**src/rtl/pump_soft_start.sv**
```systemverilog
// Per-pump duty conditioner: soft-start ramp on increases, immediate decreases,
// and a latched dry-run interlock that forces the pump off until cleared.
module pump_soft_start #(
  parameter int TICK_CYCLES = 250_000,
  parameter int STEP_SIZE   = 4,
  parameter int DRY_TICKS   = 200
) (
  input  logic       clk,
  input  logic       reset,
  input  logic       enable,
  input  logic [7:0] duty_target,
  input  logic       dry_sense,
  input  logic       fault_clear,
  output logic [7:0] duty_out,
  output logic       ramping,
  output logic       fault
);

  localparam int PW = (TICK_CYCLES > 1) ? $clog2(TICK_CYCLES) : 1;
  localparam int DW = $clog2(DRY_TICKS + 1);

  localparam logic [PW-1:0] PRE_MAX = PW'(TICK_CYCLES - 1);
  localparam logic [DW-1:0] DRY_MAX = DW'(DRY_TICKS);
  localparam logic [8:0]    STEP9   = 9'(STEP_SIZE);

  localparam logic [1:0] IDLE  = 2'd0;
  localparam logic [1:0] RAMP  = 2'd1;
  localparam logic [1:0] HOLD  = 2'd2;
  localparam logic [1:0] FAULT = 2'd3;

  logic [1:0]    state;
  logic [1:0]    state_next;
  logic [7:0]    duty_next;
  logic [PW-1:0] pre_cnt;
  logic [DW-1:0] dry_cnt;
  logic [DW-1:0] dry_next;
  logic          tick;
  logic          dry_trip;
  logic [8:0]    ramp_sum;
  logic [7:0]    ramp_duty;

  assign tick     = (pre_cnt == PRE_MAX);
  assign dry_trip = (dry_cnt == DRY_MAX);

  // Nine-bit sum so a step near full scale clamps to the target instead of wrapping.
  assign ramp_sum  = {1'b0, duty_out} + STEP9;
  assign ramp_duty = (ramp_sum > {1'b0, duty_target}) ? duty_target : ramp_sum[7:0];

  always_comb begin
    state_next = state;
    duty_next  = duty_out;
    if (state == FAULT) begin
      duty_next = 8'd0;
      if (fault_clear && !dry_sense) begin
        state_next = IDLE;
      end
    end else if (dry_trip) begin
      state_next = FAULT;
      duty_next  = 8'd0;
    end else if (!enable) begin
      state_next = IDLE;
      duty_next  = 8'd0;
    end else begin
      case (state)
        IDLE: begin
          duty_next = 8'd0;
          if (duty_target != 8'd0) begin
            state_next = RAMP;
          end
        end
        RAMP: begin
          if (duty_target < duty_out) begin
            duty_next  = duty_target;
            state_next = (duty_target == 8'd0) ? IDLE : HOLD;
          end else if (tick) begin
            duty_next = ramp_duty;
            if (ramp_duty == duty_target) begin
              state_next = HOLD;
            end
          end
        end
        HOLD: begin
          if (duty_target > duty_out) begin
            state_next = RAMP;
          end else if (duty_target < duty_out) begin
            duty_next  = duty_target;
            state_next = (duty_target == 8'd0) ? IDLE : HOLD;
          end
        end
        default: begin
          state_next = IDLE;
          duty_next  = 8'd0;
        end
      endcase
    end
  end

  // Dry time only accumulates while actually driving into a dry sump.
  always_comb begin
    dry_next = dry_cnt;
    if (!dry_sense || duty_out == 8'd0) begin
      dry_next = '0;
    end else if (tick && !dry_trip) begin
      dry_next = dry_cnt + DW'(1);
    end
  end

  always_ff @(posedge clk or negedge reset) begin
    if (!reset) begin
      state    <= IDLE;
      duty_out <= 8'd0;
      ramping  <= 1'b0;
      fault    <= 1'b0;
      pre_cnt  <= '0;
      dry_cnt  <= '0;
    end else begin
      state    <= state_next;
      duty_out <= duty_next;
      ramping  <= (state_next == RAMP);
      fault    <= (state_next == FAULT);
      pre_cnt  <= tick ? '0 : pre_cnt + PW'(1);
      dry_cnt  <= dry_next;
    end
  end

endmodule

```
**config.mk**
```make
export PLATFORM = sky130hd
export DESIGN_NAME = pump_soft_start
export DESIGN_NICKNAME = d
export VERILOG_FILES = /design/src/rtl/pump_soft_start.sv
export SDC_FILE = /design/constraint.sdc
export NUM_CORES = 1
export LEC_CHECK = 0
export ABC_AREA = 1
export CAP_MARGIN = 10
export CORE_ASPECT_RATIO = 1.2
export CORE_MARGIN = 2
export CORE_UTILIZATION = 30
export CTS_CLUSTER_SIZE = 40
export DETAILED_ROUTE_END_ITERATION = 6
export GPL_TIMING_DRIVEN = 0
export PLACE_DENSITY = 0.5
export SLEW_MARGIN = 5
export SYNTH_ARGS = -nofsm -noshare
export SYNTH_HDL_FRONTEND = slang
export SYNTH_SLANG_ARGS = --single-unit
```
**constraint.sdc**
```tcl
create_clock -name clk -period 7 [get_ports clk]
set_clock_uncertainty 0.1 [all_clocks]
set_input_delay 1.05 -clock clk [delete_from_list [all_inputs] [get_ports clk]]
set_output_delay 1.05 -clock clk [all_outputs]
set_load 0.03 [all_outputs]
```
# --- Word level (Yosys, flattened, before mapping) ---
# Cells that the tools add are included.
word_totals:
  register_bits: 38
  in_bits: 13
  output_inout_bits: 10
  elab_cells: 58
op_classes:
  n_addsub: 3
  n_lt_le_gt_ge: 3
  n_eq_ne: 11
  muxes: 24
  n_reduce_logical: 11
op_table:
  columns: ["op", "count"]
  rows:
  - ["$mux 8", 10]
  - ["$mux 2", 11]
  - ["$add 18x1->18 const B", 1]
  - ["$eq 18x18->1 const B", 1]
  - ["$mux 18", 1]
  - ["$logic_not 8->1", 2]
  - ["$pmux 8 s2", 1]
  - ["$ne 5x5->1 const B", 2]
  - ["$add 8x3->9 const B", 1]
  - ["$gt 9x8->1", 1]
  - ["$add 8x1->8 const B", 1]
  - ["$eq 8x8->1", 1]
  - ["$eq 8x8->1 const B", 1]
  - ["$gt 8x8->1", 1]
  - ["$lt 8x8->1", 1]
  - ["$reduce_bool 8->1", 1]
  - ["$eq 2x2->1 const B", 3]
  - ["$ne 6x6->1 const B", 1]
  - ["$pmux 2 s3", 1]
  - ["$eq 2x1->1 const B", 2]
  - ["$reduce_and 3->1", 1]
  - ["$logic_and 1x1->1", 2]
  - ["$logic_not 1->1", 2]
  - ["$logic_not 2->1", 1]
  - ["2 further kinds", 2]

# --- Logic depth before layout (Yosys ltp) ---
depth:
  depth_word: 12
  depth_mapped: 25
  depth_no_buf: 24

# --- Least setup slack after synthesis ---
# No wires, ideal clock.
synth_timing:
  path_type: "input port to flip-flop"
  start: "input port duty_target[1]"
  end: "register ramping"
  setup_ns: 0.118
  t_arrival_ns: 2.607
  required_ns: 6.782
  setup_slack_ns: 4.175
  cell_stages: 20
  n_path_buf: 1
  cell_sequence: "inv_1 ha_1 inv_1 nor2_1 nand3_1 nand3_1 nand2_1 nand2_1 nand2_2 buf_6 nand3_2 nand2_1 nor2_2 nand2_1 nor2_1 nand3_1 nand2_1 nand2_1 a21oi_2 nor2_1"
synth_between:
  elab_chain_cells: 11
  elab_cells_between_ends: 19
  cone_classes: "order compare: 3; eq/ne: 2; mux: 12; reduce/logical: 2"
synth_lines:
  columns: ["item", "line", "rtl"]
  rows:
  - ["start: declaration", "11", "input logic [7:0] duty_target,"]
  - ["$gt 9x8->1", "47", "assign ramp_duty = (ramp_sum > {1'b0, duty_target}) ? duty_target : ramp_sum[7:0];"]
  - ["$mux 8", "47", null]
  - ["$eq 8x8->1", "77", "if (ramp_duty == duty_target) begin"]
  - ["$mux 2", "77", null]
  - ["$mux 2", "75", "end else if (tick) begin"]
  - ["$mux 2", "72", "if (duty_target < duty_out) begin"]
  - ["$pmux 2 s3 (*)", "64", "case (state)"]
  - ["$mux 2 (*)", "60", "end else if (!enable) begin"]
  - ["$mux 2 (*)", "57", "end else if (dry_trip) begin"]
  - ["$mux 2 (*)", "52", "if (state == FAULT) begin"]
  - ["via state_next[1]", "32", "logic [1:0] state_next;"]
  - ["$eq 2x1->1 (*)", "119", "ramping <= (state_next == RAMP);"]
  - ["end signal: assignment", "119", null]
  - ["end: declaration", "15", "output logic ramping,"]
# Mark *: on every way through the listed nets, which the timed path passes. The rest lies on a longest branch.
# A chain may end at the register's enable or synchronous reset.

# --- Final worst setup path ---
layout_timing:
  start: "input port duty_target[1]"
  end: "register ramping"
layout_between:
  elab_chain_cells: 11
  elab_cells_between_ends: 19
  cone_classes: "order compare: 3; eq/ne: 2; mux: 12; reduce/logical: 2"
layout_lines:
  columns: ["item", "line"]
  rows:
  - ["$gt 9x8->1", "47"]
  - ["$mux 8", "47"]
  - ["$eq 8x8->1", "77"]
  - ["$mux 2", "77"]
  - ["$mux 2", "75"]
  - ["$mux 2", "72"]
  - ["$pmux 2 s3 (*)", "64"]
  - ["$mux 2 (*)", "60"]
  - ["$mux 2 (*)", "57"]
  - ["$mux 2 (*)", "52"]
  - ["$eq 2x1->1 (*)", "119"]
# Mark *: on every way between the ends. The rest lies on a longest branch, timed or not.

==> run_summary.xml <==
<?xml version="1.0" encoding="UTF-8"?>
<metrics>
  <group name="logic_synthesis">
    <metric name="synth-main-ff-cell" unit="">sky130_fd_sc_hd__dfrtp_1</metric>
    <metric name="post_synth_edffs" unit="">0</metric>
    <metric name="post_synth_inst_count" unit="">401</metric>
    <metric name="syn-cell-area" unit="um2">2930</metric>
    <metric name="mappedNetlistNets" unit="">439</metric>
    <metric name="synth.largest_area_cell" unit="">sky130_fd_sc_hd__dfrtp_1</metric>
    <metric name="synthArstFlopShare" unit="">1.00</metric>
    <metric name="synth_most_common_cell" unit="">sky130_fd_sc_hd__nand2_1</metric>
    <metric name="synth.distinct_cells" unit="">38</metric>
    <metric name="post_synth.cell_area_avg" unit="um2">7.30</metric>
    <metric name="seq_area_frac_synth" unit="">0.325</metric>
    <metric name="synth.top_cells.by_area" unit="">sky130_fd_sc_hd__dfrtp_1, sky130_fd_sc_hd__nand2_1, sky130_fd_sc_hd__ha_1</metric>
    <metric name="synth.yosys.warnings" unit="">0</metric>
    <metric name="ys_seq_elements" unit="">38</metric>
    <metric name="synth_top_area_share" unit="">0.325</metric>
    <metric name="yosys-top-cells-count" unit="">sky130_fd_sc_hd__nand2_1, sky130_fd_sc_hd__inv_1, sky130_fd_sc_hd__dfrtp_1</metric>
  </group>
  <group name="setup_path">
    <metric name="worstSetupEndpointType" unit="">flip-flop</metric>
    <metric name="path_class" unit="">in2reg</metric>
    <metric name="worstReg2RegStart" unit="">duty_out[4]</metric>
    <metric name="required" unit="ns">7.07</metric>
    <metric name="worst_path_arrival_time" unit="ns">3.76</metric>
    <metric name="worstPathMaxFanout" unit="">10</metric>
    <metric name="cp-startpoint" unit="">duty_target[1]</metric>
    <metric name="crit_path_start_kind" unit="">primary input</metric>
  </group>
  <group name="sta">
    <metric name="worst-slew-pin-transition" unit="ns">0.547</metric>
    <metric name="rsz_0062_raised_after_global_routing" unit="">false</metric>
    <metric name="slew_violations" unit="">0</metric>
    <metric name="fin_crit_sh" unit="">0.528</metric>
    <metric name="timing_hold_violations_final" unit="">0</metric>
    <metric name="timing.final.ws_setup" unit="ns">3.31</metric>
    <metric name="setup_violating_endpoint_count_in_the_final_report" unit="">0</metric>
    <metric name="final.setup.tns" unit="ns">0</metric>
    <metric name="final_period_minus_worst_setup_slack" unit="ns">3.69</metric>
    <metric name="timing.max_slew.rel_slack" unit="">0.632</metric>
    <metric name="max_freq" unit="MHz">271</metric>
  </group>
  <group name="drt">
    <metric name="avgRoutedWirePerCell" unit="um">13.1</metric>
    <metric name="drtPass1Iterations" unit="">4</metric>
    <metric name="detail-route-antenna-nets" unit="">0</metric>
    <metric name="drt_first_iter_violations" unit="">104</metric>
    <metric name="drt_drc_violations_left" unit="">0</metric>
    <metric name="via_per_inst" unit="">4.77</metric>
    <metric name="routed-via-count" unit="">2647</metric>
    <metric name="totalWireLength" unit="um">7270</metric>
  </group>
  <group name="cells_and_area">
    <metric name="areaGrowthSynthToFinish" unit="%">18.5</metric>
    <metric name="n_antenna_cell" unit="">0</metric>
    <metric name="area_of_all_placed_cells_without_fillers" unit="um2">3470</metric>
    <metric name="final_layout_size_suffix_gt1_frac" unit="">0.0903</metric>
    <metric name="layout.filler_cells" unit="">1024</metric>
    <metric name="final_stage_net_count" unit="">469</metric>
  </group>
  <group name="clock_tree">
    <metric name="cts.clk_slew.worst_paths" unit="ns">0.06</metric>
    <metric name="count_of_instances_resized_after_the_clock_tree_is_built" unit="">0</metric>
    <metric name="clk_path_buf_depth" unit="">2</metric>
    <metric name="cts_max_level" unit="">2</metric>
    <metric name="tritoncts" unit="">built</metric>
    <metric name="cts_setup_buffers" unit="">0</metric>
    <metric name="numCtsBuffers" unit="">5</metric>
    <metric name="post_cts_hold_buffer_count" unit="">0</metric>
    <metric name="cts.sink_count" unit="">38</metric>
    <metric name="worstSkewPairLatency" unit="ns">0.28</metric>
    <metric name="clk_root_buffer_cell" unit="">sky130_fd_sc_hd__clkbuf_16</metric>
  </group>
  <group name="place">
    <metric name="hpwl" unit="um">5720</metric>
    <metric name="port-buffer-count" unit="">22</metric>
    <metric name="gpl.final_weighted_congestion" unit="">0.815</metric>
    <metric name="dp_slack" unit="ns">3.00</metric>
    <metric name="place_area" unit="um2">3310</metric>
  </group>
  <group name="hold_path">
    <metric name="worstHoldStart" unit="">pre_cnt[2]</metric>
    <metric name="hold_path.class" unit="">reg2reg</metric>
  </group>
  <group name="pwr">
    <metric name="power.density_cell_area" unit="nW/um2">236</metric>
    <metric name="power.leakage" unit="nW">1.64</metric>
    <metric name="sw_frac_of_total" unit="">0.391</metric>
    <metric name="power.clock.fraction" unit="">0.279</metric>
    <metric name="power_frac_comb" unit="">0.406</metric>
    <metric name="p_int" unit="W">0.000497</metric>
    <metric name="max-vdd-ir-drop" unit="V">0.0000853</metric>
    <metric name="switching_power" unit="W">0.000320</metric>
    <metric name="sequential_share_of_power" unit="">0.315</metric>
  </group>
  <group name="global_route">
    <metric name="first_global_vias" unit="">2682</metric>
    <metric name="globalRoute.totalOverflow" unit="">0</metric>
    <metric name="global_route_wire_length_before_repair" unit="um">12500</metric>
    <metric name="grt.total_usage" unit="">0.147</metric>
    <metric name="grt_max_degree" unit="">30</metric>
    <metric name="antenna_found_initial" unit="">0</metric>
  </group>
  <group name="floorplanning">
    <metric name="placement_rows" unit="">39</metric>
    <metric name="floorplan.initialDensity" unit="">0.307</metric>
    <metric name="ios" unit="">23</metric>
    <metric name="floorplan.die_area" unit="um2">10600</metric>
    <metric name="die_width" unit="um">94.1</metric>
    <metric name="core_region_area" unit="um2">9520</metric>
    <metric name="fp.dieH" unit="um">112</metric>
  </group>
  <group name="run">
    <metric name="cap_viol_max_count" unit="">0</metric>
  </group>
  <group name="outcome">
    <metric name="status" unit="">complete, no violations</metric>
  </group>
</metrics>
==> worst paths after layout <==
check	end	slack [ns]	cells after the start
hold / removal	pre_cnt[2]	0.40	1
setup / recovery	ramping	3.31	21
max in group asynchronous	pre_cnt[12]	5.81	2
setup reg to reg	ramping	3.82	21
hold reg to reg	pre_cnt[2]	0.40	1
min in group asynchronous	fault	0.54	1
==> power by group through the flow <==
stage | Sequential (W) | Clock [W] | Combinational, W
floorplan | 0.000276 | 0 | 0.000213
CTS | 0.000257 | 0.000238 | 0.000334
global placement | 0.000261 | 0 | 0.000330
global route | 0.000260 | 0.000249 | 0.000376
detailed placement | 0.000261 | 0 | 0.000332
finish | 0.000257 | 0.000228 | 0.000332
==> per-layer routing <==
layer	global-route usage	vias to the layer above	wire (um)
met3	0.0195	7	163
met2	0.266	36	3790
met5	0	-	0
li1	-	1382	-
met4	0.0512	0	55
met1	0.177	1222	3270
==> critical path, stage by stage <==
cell and delay (ns):
sky130_fd_sc_hd__clkdlybuf4s50_1 0.60, sky130_fd_sc_hd__inv_1 0.15, sky130_fd_sc_hd__ha_1 0.32, sky130_fd_sc_hd__inv_1 0.05, sky130_fd_sc_hd__nor2_1 0.11, sky130_fd_sc_hd__nand3_1 0.09, sky130_fd_sc_hd__nand3_1 0.10, sky130_fd_sc_hd__nand2_1 0.05
sky130_fd_sc_hd__nand2_1 0.06, sky130_fd_sc_hd__nand2_2 0.07, sky130_fd_sc_hd__buf_2 0.19, sky130_fd_sc_hd__nand3_1 0.12, sky130_fd_sc_hd__nand2_1 0.06, sky130_fd_sc_hd__nor2_1 0.11, sky130_fd_sc_hd__nand2_1 0.11, sky130_fd_sc_hd__o21ai_1 0.16
sky130_fd_sc_hd__nand2_1 0.07, sky130_fd_sc_hd__nand2_1 0.06, sky130_fd_sc_hd__nand2_1 0.05, sky130_fd_sc_hd__nand2_1 0.11, sky130_fd_sc_hd__nor2_1 0.06
==> sequential cells by signal (all words and copies together) (netlist names) <==
name	flops
pre_cnt	18
dry_cnt	8
duty_out	8
state	2
fault	1
ramping	1
==> per-stage QoR <==
stage | instances | hold slack [ns] | utilization | total power, W
floorplan | 401 | 0.332 | - | 0.000489
global placement | 546 | 0.354 | 0.347 | 0.000591
detailed placement | 547 | 0.373 | 0.348 | 0.000593
CTS | 555 | 0.398 | 0.364 | 0.000829
global route | 555 | 0.426 | 0.364 | 0.000885
finish | 555 | 0.398 | 0.364 | 0.000817
==> final cells by class <==
| class | count | area (um2) | area share |
|---|---|---|---|
| buffer | 7 | 38.8 | 0.0112 |
| multi-input combinational | 281 | 1650 | 0.477 |
| inverter | 75 | 282 | 0.0812 |
| sequential | 38 | 951 | 0.274 |
| tap | 123 | 154 | 0.0444 |
| clock buffer | 6 | 139 | 0.0401 |
| timing repair buffer | 23 | 235 | 0.0679 |
| clock inverter | 2 | 12.5 | 0.00361 |
==> cells by family after synthesis <==
logic type                 after synthesis  share of synthesized area
xor gates and xnor gates                 6                     0.0180
adders and majority gates               25                      0.107
DFF                                     38                      0.325
and+or+nand+nor                        189                      0.301
AOI/OAI and AO/OA                       61                      0.139
buffers and inverters                   82                      0.109
==> placed cells by master (no fill, tap or decap), types with 2 or more instances in the layout <==
master                             n
sky130_fd_sc_hd__a21oi_1          16
sky130_fd_sc_hd__a32oi_1           8
sky130_fd_sc_hd__and3_1            2
sky130_fd_sc_hd__buf_2             5
sky130_fd_sc_hd__clkbuf_16         5
sky130_fd_sc_hd__clkdlybuf4s50_1  21
sky130_fd_sc_hd__clkinv_1          2
sky130_fd_sc_hd__dfrtp_1          38
sky130_fd_sc_hd__ha_1             25
sky130_fd_sc_hd__inv_1            70
sky130_fd_sc_hd__inv_2             3
sky130_fd_sc_hd__nand2_1          85
sky130_fd_sc_hd__nand3_1          28
sky130_fd_sc_hd__nand3_2           7
sky130_fd_sc_hd__nand3b_1          3
sky130_fd_sc_hd__nand4_1           5
sky130_fd_sc_hd__nor2_1           34
sky130_fd_sc_hd__nor2_2            6
sky130_fd_sc_hd__nor3_1            9
sky130_fd_sc_hd__nor3_2            3
sky130_fd_sc_hd__nor4_1            4
sky130_fd_sc_hd__o211ai_1          8
sky130_fd_sc_hd__o21a_1            2
sky130_fd_sc_hd__o21ai_0          10
sky130_fd_sc_hd__o21ai_1           2
sky130_fd_sc_hd__o22ai_1           8
sky130_fd_sc_hd__xor2_1            6
No activity file was read; power rests on OpenSTA's default activity.
